===== config.mk =====
export PLATFORM = sky130hd
export DESIGN_NAME = display_source_scheduler_flat
export DESIGN_NICKNAME = d
export VERILOG_FILES = /design/src/rtl/display_sched_pkg.sv /design/src/rtl/display_source_scheduler_if.sv /design/src/rtl/button_debouncer.sv /design/src/rtl/display_source_scheduler.sv /design/src/flat_wrapper.sv
export SDC_FILE = /design/constraint.sdc
export NUM_CORES = 1
export LEC_CHECK = 0
export ABC_AREA = 0
export ABC_CLOCK_PERIOD_IN_PS = 2000
export CORE_MARGIN = 3
export CORE_UTILIZATION = 39
export DETAILED_ROUTE_END_ITERATION = 6
export DONT_BUFFER_PORTS = 1
export PLACE_DENSITY = 0.63
export SYNTH_ARGS = -nofsm -noshare
export SYNTH_HDL_FRONTEND = slang
export SYNTH_SLANG_ARGS = --single-unit

===== constraint.sdc =====
create_clock -name sysclk -period 2 [get_ports sysclk]
set_input_delay 0.2 -clock sysclk [delete_from_list [all_inputs] [get_ports sysclk]]
set_output_delay 0.2 -clock sysclk [all_outputs]
set_load 0.03 [all_outputs]

===== src/rtl/display_sched_pkg.sv =====
// Shared types and constants for the display source scheduler.
// Contents:
//   sched_state_e - scheduler FSM states (active, pending switch, blanking)
//   COLOR_BLACK   - colour value driven while blanking or when a source is not ready
package display_sched_pkg;

    typedef enum logic [1:0] {
        StActive  = 2'd0,
        StPending = 2'd1,
        StBlank   = 2'd2
    } sched_state_e;

    localparam int unsigned COLOR_BLACK = 0;

endpackage


===== src/rtl/display_source_scheduler_if.sv =====
// Pixel-source bus between the function containers, the scheduler and the VGA stage.
// Signals:
//   src_ready     - bit i high when source i has valid content
//   src_color     - flattened source colours, source i at [i*COLOR_W +: COLOR_W]
//   display_color - registered colour towards the VGA output stage
//   active_src    - index of the committed source
//   switching     - a source switch is pending or blanking
//   switch_done   - one-cycle pulse when a new active_src is committed
// Modports: master drives the sources and observes the result, slave is the scheduler.
interface display_source_scheduler_if #(
    parameter int unsigned NUM_SRC = 2,
    parameter int unsigned COLOR_W = 3
);
    localparam int unsigned SRC_W = $clog2(NUM_SRC);

    logic [NUM_SRC-1:0]         src_ready;
    logic [NUM_SRC*COLOR_W-1:0] src_color;
    logic [COLOR_W-1:0]         display_color;
    logic [SRC_W-1:0]           active_src;
    logic                       switching;
    logic                       switch_done;

    modport master (
        output src_ready, src_color,
        input  display_color, active_src, switching, switch_done
    );

    modport slave (
        input  src_ready, src_color,
        output display_color, active_src, switching, switch_done
    );

endinterface


===== src/rtl/button_debouncer.sv =====
// Two-flop synchroniser plus debouncer for a raw push button.
// Ports:
//   sysclk - system clock
//   rst_n  - asynchronous active-low reset
//   button - raw asynchronous button level, active-high
//   press  - one-cycle pulse on a 0->1 edge of the debounced level
// The debounced level flips only after the synchronised input has disagreed with it
// for DEBOUNCE_CYCLES consecutive cycles; any agreement restarts the count.
module button_debouncer #(
    parameter int unsigned DEBOUNCE_CYCLES = 500000
) (
    input  logic sysclk,
    input  logic rst_n,
    input  logic button,
    output logic press
);
    localparam int unsigned CNT_W = (DEBOUNCE_CYCLES > 1) ? $clog2(DEBOUNCE_CYCLES) : 1;
    localparam logic [CNT_W-1:0] CNT_LAST = CNT_W'(DEBOUNCE_CYCLES - 1);

    logic [1:0]       sync_q;
    logic             level_q, level_d;
    logic [CNT_W-1:0] cnt_q, cnt_d;
    logic             press_q, press_d;

    always_comb begin
        cnt_d   = cnt_q;
        level_d = level_q;
        press_d = 1'b0;
        if (sync_q[1] == level_q) begin
            cnt_d = '0;
        end else if (cnt_q == CNT_LAST) begin
            // This is the DEBOUNCE_CYCLES-th consecutive disagreeing cycle.
            level_d = sync_q[1];
            cnt_d   = '0;
            press_d = sync_q[1];
        end else begin
            cnt_d = cnt_q + CNT_W'(1);
        end
    end

    always_ff @(posedge sysclk or negedge rst_n) begin
        if (!rst_n) begin
            sync_q  <= 2'b00;
            level_q <= 1'b0;
            cnt_q   <= '0;
            press_q <= 1'b0;
        end else begin
            sync_q  <= {sync_q[0], button};
            level_q <= level_d;
            cnt_q   <= cnt_d;
            press_q <= press_d;
        end
    end

    assign press = press_q;

endmodule


===== src/rtl/display_source_scheduler.sv =====
// Frame-synchronous pixel source scheduler. A debounced button press requests a switch to
// the next ready source; the switch waits for a frame boundary, inserts BLANK_FRAMES black
// frames and commits on a frame boundary, so the output never tears mid-frame.
// Ports:
//   sysclk        - system clock
//   rst_n         - asynchronous active-low reset
//   change_button - raw source-change push button
//   frame_start   - one-cycle pulse at start of vertical blank
//   bus           - pixel-source bus (slave side): source inputs, colour and status outputs
module display_source_scheduler
    import display_sched_pkg::*;
#(
    parameter int unsigned NUM_SRC         = 2,
    parameter int unsigned COLOR_W         = 3,
    parameter int unsigned DEBOUNCE_CYCLES = 500000,
    parameter int unsigned BLANK_FRAMES    = 1
) (
    input  logic                      sysclk,
    input  logic                      rst_n,
    input  logic                      change_button,
    input  logic                      frame_start,
    display_source_scheduler_if.slave bus
);
    localparam int unsigned SRC_W = $clog2(NUM_SRC);
    localparam int unsigned BCNT_W = $clog2(BLANK_FRAMES + 1);
    localparam logic [COLOR_W-1:0] BLACK = COLOR_W'(COLOR_BLACK);

    // First ready source after cur in round-robin order; cur itself if none is ready.
    function automatic logic [SRC_W-1:0] next_ready(input logic [SRC_W-1:0] cur,
                                                    input logic [NUM_SRC-1:0] ready);
        logic [SRC_W-1:0] sel;
        logic             found;
        int unsigned      idx;
        sel   = cur;
        found = 1'b0;
        for (int unsigned k = 1; k < NUM_SRC; k++) begin
            idx = (32'(cur) + k) % NUM_SRC;
            if (!found && ready[SRC_W'(idx)]) begin
                sel   = SRC_W'(idx);
                found = 1'b1;
            end
        end
        return sel;
    endfunction

    sched_state_e      state_q, state_d;
    logic [BCNT_W-1:0] blank_cnt_q, blank_cnt_d;
    logic              queued_q, queued_d;
    logic [SRC_W-1:0]  active_src_q, active_src_d;
    logic [COLOR_W-1:0] color_q, color_d;
    logic              switch_done_q, switch_done_d;
    logic              press;
    logic [COLOR_W-1:0] cur_color;

    button_debouncer #(
        .DEBOUNCE_CYCLES(DEBOUNCE_CYCLES)
    ) u_debouncer (
        .sysclk(sysclk),
        .rst_n (rst_n),
        .button(change_button),
        .press (press)
    );

    assign cur_color = COLOR_W'(bus.src_color >> (active_src_q * COLOR_W));

    always_comb begin
        state_d       = state_q;
        blank_cnt_d   = blank_cnt_q;
        queued_d      = queued_q;
        active_src_d  = active_src_q;
        color_d       = color_q;
        switch_done_d = 1'b0;
        unique case (state_q)
            StActive: begin
                color_d = bus.src_ready[active_src_q] ? cur_color : BLACK;
                // A concurrent frame_start is deliberately ignored here.
                if (press) state_d = StPending;
            end
            StPending: begin
                if (press) queued_d = 1'b1;
                if (frame_start) begin
                    state_d     = StBlank;
                    blank_cnt_d = '0;
                end
            end
            StBlank: begin
                color_d = BLACK;
                if (press) queued_d = 1'b1;
                if (frame_start) begin
                    blank_cnt_d = blank_cnt_q + BCNT_W'(1);
                    if ((32'(blank_cnt_q) + 32'd1) == BLANK_FRAMES) begin
                        active_src_d  = next_ready(active_src_q, bus.src_ready);
                        switch_done_d = 1'b1;
                        blank_cnt_d   = '0;
                        // A press landing on the commit cycle counts as queued.
                        if (queued_q || press) begin
                            state_d  = StPending;
                            queued_d = 1'b0;
                        end else begin
                            state_d = StActive;
                        end
                    end
                end
            end
            default: state_d = StActive;
        endcase
    end

    always_ff @(posedge sysclk or negedge rst_n) begin
        if (!rst_n) begin
            state_q       <= StActive;
            blank_cnt_q   <= '0;
            queued_q      <= 1'b0;
            active_src_q  <= '0;
            color_q       <= BLACK;
            switch_done_q <= 1'b0;
        end else begin
            state_q       <= state_d;
            blank_cnt_q   <= blank_cnt_d;
            queued_q      <= queued_d;
            active_src_q  <= active_src_d;
            color_q       <= color_d;
            switch_done_q <= switch_done_d;
        end
    end

    assign bus.display_color = color_q;
    assign bus.active_src    = active_src_q;
    assign bus.switching     = (state_q != StActive);
    assign bus.switch_done   = switch_done_q;

endmodule

===== src/flat_wrapper.sv =====
// flat-port wrapper written by rule: the top's interface ports become plain ports
module display_source_scheduler_flat import display_sched_pkg::*;
#(
    parameter int unsigned NUM_SRC         = 2,
    parameter int unsigned COLOR_W         = 3,
    parameter int unsigned DEBOUNCE_CYCLES = 500000,
    parameter int unsigned BLANK_FRAMES    = 1
)
  (sysclk, rst_n, change_button, frame_start, bus_src_ready, bus_src_color, bus_display_color, bus_active_src, bus_switching, bus_switch_done);
  display_source_scheduler_if #(.NUM_SRC(NUM_SRC), .COLOR_W(COLOR_W)) bus_i ();
  input  logic sysclk;
  input  logic rst_n;
  input  logic change_button;
  input  logic frame_start;
  input wire logic [$bits(bus_i.src_ready)-1:0] bus_src_ready;
  input wire logic [$bits(bus_i.src_color)-1:0] bus_src_color;
  output wire logic [$bits(bus_i.display_color)-1:0] bus_display_color;
  output wire logic [$bits(bus_i.active_src)-1:0] bus_active_src;
  output wire logic [$bits(bus_i.switching)-1:0] bus_switching;
  output wire logic [$bits(bus_i.switch_done)-1:0] bus_switch_done;
  assign bus_i.src_ready = bus_src_ready;
  assign bus_i.src_color = bus_src_color;
  assign bus_display_color = bus_i.display_color;
  assign bus_active_src = bus_i.active_src;
  assign bus_switching = bus_i.switching;
  assign bus_switch_done = bus_i.switch_done;
  display_source_scheduler #(.NUM_SRC(NUM_SRC), .COLOR_W(COLOR_W), .DEBOUNCE_CYCLES(DEBOUNCE_CYCLES), .BLANK_FRAMES(BLANK_FRAMES)) u_core (.sysclk(sysclk), .rst_n(rst_n), .change_button(change_button), .frame_start(frame_start), .bus(bus_i));
endmodule

* Word-level counts from Yosys, hierarchy flattened
Cells that the tools add are included.
** Storage, ports and cells
- Register bits after elaboration :: 32
- Latch bits :: 0
- RAM bits :: 0
- ROM bits :: 0
- Input port bits :: 12
- Output and inout port bits :: 6
- Word-level logic and storage cells :: 65
- Memories kept :: 0
** Cells by class
- $add $sub $neg :: 4
- $mul :: 1
- Divide/modulo/power cells :: 0
- Order comparisons :: 2
- Eq/ne operators :: 9
- Shifts and indexed selects :: 1
- Mux-type cells :: 28
- Bitwise gates (word level) :: 1
- Reductions and logical operators :: 9
** Operators with widths (count)
- 2-to-1 mux 19 bit :: 2
- equality test 32 x 1 -> 1 bit (second input constant) :: 1
- adder 19 x 1 -> 19 bit (second input constant) :: 1
- equality test 19 bit (second input constant) :: 1
- 2-to-1 mux 1 bit :: 17
- 2-to-1 mux 2 bit :: 4
- AND reduction 4 bit :: 2
- != test 2 bit (second input constant) :: 3
- one-hot mux 2 bit (3 select lines) :: 1
- one-hot mux 3 bit (2 select lines) :: 1
- nonzero test 2 bit :: 3
- >> shifter 6 x 3 -> 3 bit :: 1
- less-than comparator 1 x 2 -> 1 bit (second input constant) :: 2
- one-hot mux 1 bit (2 select lines) :: 2
- multiplier 1 x 2 -> 3 bit (second input constant) :: 1
- 2-to-1 mux 3 bit :: 1
- AND reduction 3 bit :: 1
- adder 1 bit (second input constant) :: 2
- adder 1 x 1 -> 2 bit (second input constant) :: 1
- equality test 2 x 1 -> 1 bit (second input constant) :: 1
- equality test 2 bit (second input constant) :: 1
- logical NOT 2 bit :: 1
- != test 2 x 1 -> 1 bit (second input constant) :: 1
- AND reduction 2 bit :: 1
- other kinds (3) :: 3

* Logic depth before layout (Yosys ltp)
- Word-level depth :: 5
- Mapped depth :: 6

* Modules after synthesis
From an unflattened synthesis, not the netlist that was laid out.
** Second synthesis, totals
- Cell total of the unflattened synthesis :: 151
- Area, all modules :: 1572.8 sq um
** Modules (own cells, without submodules)
- button_debouncer :: instances 1, cells each 110, area an instance 1118.6 sq um, sequential area each 575.6 sq um
- display_source_scheduler :: instances 1, cells each 41, area an instance 454.2 sq um, sequential area each 200.2 sq um

* Least setup slack after synthesis
No wires, ideal clock.
- Path type :: reg2reg
- From :: register u_core.u_debouncer.cnt_q[12]
- To :: register u_core.u_debouncer.level_q
- Setup time :: 0.125 ns
- Arrival time :: 1.649 ns
- Required time :: 1.875 ns
- Setup slack :: 0.226 ns
- Stages on the path, launching flop included :: 5
- Path buffers :: 0
- Clock period less this slack :: 1.774 ns
- Path through :: dfrtp_1 > nor4b_2 > nand2_1 > or4_4 > mux2_4
** On the way
- Word-level cells in the longest chain between the ends :: 2
** RTL lines
- start, declared :: RTL line button_debouncer.sv:22 : logic [CNT_W-1:0] cnt_q, cnt_d;
- start signal, assigned :: RTL line button_debouncer.sv:50 : cnt_q <= cnt_d;
- equality test 19 bit :: RTL line button_debouncer.sv:31 : end else if (cnt_q == CNT_LAST) begin
- AND reduction 2 bit (no line)
- end signal, assigned :: RTL line button_debouncer.sv:49 : level_q <= level_d;
- end, declared :: RTL line button_debouncer.sv:21 : logic level_q, level_d;
Every way passes these cells.
A chain may end at the register's enable or synchronous reset.

* Worst setup path after layout
Same ends and word-level chain as after synthesis.

==> summary.txt <==
Run status
  • Status: finished, final reports clean

Power and ir drop
  • Pwr Density: 669.6 nW/um^2
  • VDD IR max: 0.3863 mV
  • Switching share of total power: 21.99%
  • Leak Pwr: 0.7410 nW
  • Net switching power: 253.9 uW
  • Clk network pwr share: 39.5%
  • Flop pwr share: 56.6%
  • Internal cell power: 900.5 uW
  • Comb power frac: 3.9%

Job
  • Maxcap violations: 0

CTS
  • CTS Sinks: 31
  • H-tree Lvls: 2
  • Longest Clk Path Bufs: 2
  • Root Driver: clkbuf_8
  • # resized after CTS: 0
  • CTS tree: yes
  • CTS buffer count: 5
  • Reg clk slew, reported paths: 0.06 ns
  • Postcts setup bufs: 0
  • Clk Latency, worst-skew pair: 0.28 ns

Setup path
  • Worst Path Buf+Inv: 0
  • CP startpoint: u_core.u_debouncer.cnt_q[12]$_DFF_PN0_
  • Worst-path maximum fanout: 5
  • Reg2reg setup slack: 0.16 ns
  • WS Path Type: reg -> reg
  • Critical Path End Type: flop
  • Cell family with most CP delay: simple AND/OR/NAND/NOR gates
  • Startpoint Class: flop
  • CP required: 2.17 ns
  • Cells along the critical path: nor4b_2, nand2_1, or4_4, mux2_4
  • Slowest cell on the critical path: or4_4
  • Arrival @ worst endpoint: 2.01 ns
  • Reg2reg start: u_core.u_debouncer.cnt_q[12]$_DFF_PN0_
  • CP peak stage delay: 0.57 ns

STA
  • Setup-failing EPs final: 0
  • Fin Setup TNS: 0 ns
  • Final hold violation count: 0
  • Unrepaired setup endpoints after global routing: false
  • Worst slew pin tran: 0.5399 ns
  • Fmax: 0.5426 GHz
  • Slew margin rel.: 64.01%
  • Max Slew Vio Count: 0
  • Final Skew: 0.003093 ns
  • Minimum clock period: 1.843 ns
  • Crit share post-route: 92.15%

Min path
  • Worst hold path class: in -> reg
  • Min-delay src: bus_src_ready[0]

Route
  • Via count: 1,079
  • Post-Route WL: 2881 um
  • Avg WL per Cell: 14.26 um
  • TritonRoute pass-1 iters: 4
  • 1st-iter DRT viols: 23
  • DR DRC count: 0
  • Vias/cell: 5.342
  • Final ANT Viol Nets: 0

Die
  • Core Area: 3716 sq um
  • Die X: 68.74 um
  • Ports: 18
  • Site Rows: 22
  • Die Span Y: 68.74 um
  • Initial core utilization: 41.31%
  • Die area: 4725 sq um

Synth
  • Top cells by count, synth: 31 x dfrtp_1, 17 x nor2_1, 10 x nand3_1
  • Count leader, synth: dfrtp_1
  • Number of flops mapped to enable cells by yosys: 0
  • Synth Flop Type: dfrtp_1
  • Synth area leader: dfrtp_1
  • Syn Nets: 162
  • Main area contributors after synthesis: dfrtp_1 51%, xor2_1 5.1%, ha_1 4.9%, nor2_1 4.2%, nand3_1 3.3%
  • Synthesized flop and latch total: 31
  • Cell area after synthesis: 1535 sq um
  • Synth cell types: 32
  • Sequential share of the synthesized area: 50.53%
  • Synth async-reset ratio: 100.0%
  • Synth warn: 0
  • Synth top area share: 50.53%
  • Post-Syn Area per Cell: 10.66 sq um
  • Mapped Cells: 144

Place
  • Placed Cells: 191
  • Final HPWL DP: 2133 um
  • IO buf count: 0
  • RePlAce Congestion: 0.8236

Layout
  • Layout area overhead: 12.31%
  • FILL cells: 352
  • Share of cells above drive strength 1: 12.34%
  • Layout Cells excl Fill: 202
  • Final net count: 171
  • Ant diodes: 0

Global routing
  • Largest net degree at the start of global routing: 32
  • Vias in the first global route: 1,093
  • First-pass GRT wire length: 5009 um
  • GRT Total Usage: 14.68%
  • Initial antenna violation count: 0
  • GRT overflow: 0
-- path summary, 6_finish.rpt --
check	to	cells after the start
max in group asynchronous	u_core.u_debouncer.cnt_q[2]$_DFF_PN0_	2
hold reg to reg	u_core.u_debouncer.sync_q[1]$_DFF_PN0_	0
min in group asynchronous	u_core.u_debouncer.cnt_q[1]$_DFF_PN0_	2
setup / recovery	u_core.u_debouncer.level_q$_DFFE_PN0P_	4
setup reg to reg	u_core.u_debouncer.level_q$_DFFE_PN0P_	4
hold / removal	u_core.bus.active_src$_DFFE_PN0P_	1
-- through the flow --
stage | power (mW) | util [%] | cell area [sq um] | hold WS [ns] | worst slack, ns
floorplan | 0.6818 | - | 1535 | -0.09559 | 0.2258
global placement | 0.6906 | 43.13 | 1603 | -0.09463 | 0.1538
detailed placement | 0.6919 | 43.13 | 1603 | -0.09470 | 0.1528
CTS | 1.178 | 46.40 | 1724 | 0.02751 | 0.1449
global route | 1.213 | 46.40 | 1724 | 0.03141 | 0.07880
finish | 1.154 | 46.40 | 1724 | 0.03311 | 0.1571
-- cell families after synthesis --
kind of cell	count (synthesis)	share of synthesized area, %
xor gates and xnor gates	14	7.987
adders and majority gates	6	4.890
DFF	31	50.53
buffers and inverters	9	2.445
AOI/OAI and AO/OA	19	8.151
muxes	7	5.053
and+or+nand+nor	58	20.95
-- per-layer routing --
metal / global-route usage (%) / vias up / routed length [um]
met5: 0 / - / 0
met4: 7.543 / 0 / 78
met1: 19.21 / 530 / 1369
li1: - / 524 / -
met3: 5.024 / 8 / 102
met2: 21.45 / 17 / 1331
-- power groups by stage --
| stage | Clock (mW) | Combinational (mW) | Sequential [mW] |
|---|---|---|---|
| after global placement | 0 | 0.0263 | 0.664 |
| final | 0.456 | 0.0452 | 0.654 |
| after CTS | 0.477 | 0.0473 | 0.653 |
| after floorplan | 0 | 0.0197 | 0.662 |
| after global routing | 0.506 | 0.0519 | 0.655 |
| after detailed placement | 0 | 0.0269 | 0.665 |
-- cell usage in the layout, fill, tap and decap left out, types with 5 or more instances in the layout --
cell type	Yosys	routed
nand2_1	8	8
ha_1	6	6
nor2_1	17	17
nand3_1	10	10
dfrtp_1	31	31
o21ai_0	6	6
a21oi_1	8	8
nand4_1	6	6
xnor2_1	5	5
clkbuf_8	0	5
xor2_1	9	9
-- cell type report --
cell class,instances,area [sq um],share of cell area [%]
Sequential cell,31,775.7,44.99
Multi-Input combinational cell,104,721.9,41.87
Clock buffer,7,76.32,4.427
Timing Repair Buffer,7,70.07,4.064
Tap cell,48,60.06,3.483
Inverter,4,15.01,0.8708
Clock inverter,1,5.005,0.2903
-- sequential cells by signal, summed over array words and instances (netlist names) --
name,flops
u_core.bus.active_src,1
u_core.bus.display_color,3
u_core.bus.switch_done,1
u_core.queued_q,1
u_core.state_q,2
u_core.u_debouncer.cnt_q,19
u_core.u_debouncer.level_q,1
u_core.u_debouncer.press,1
u_core.u_debouncer.sync_q,2
-- timing repair --
| item | in CTS | in global routing |
|---|---|---|
| endpoints found under the setup margin | 0 | 0 |
| endpoints found under the hold margin | 32 | 0 |
| hold buffers | 3 | 0 |
(Power assumes the default switching activity.)
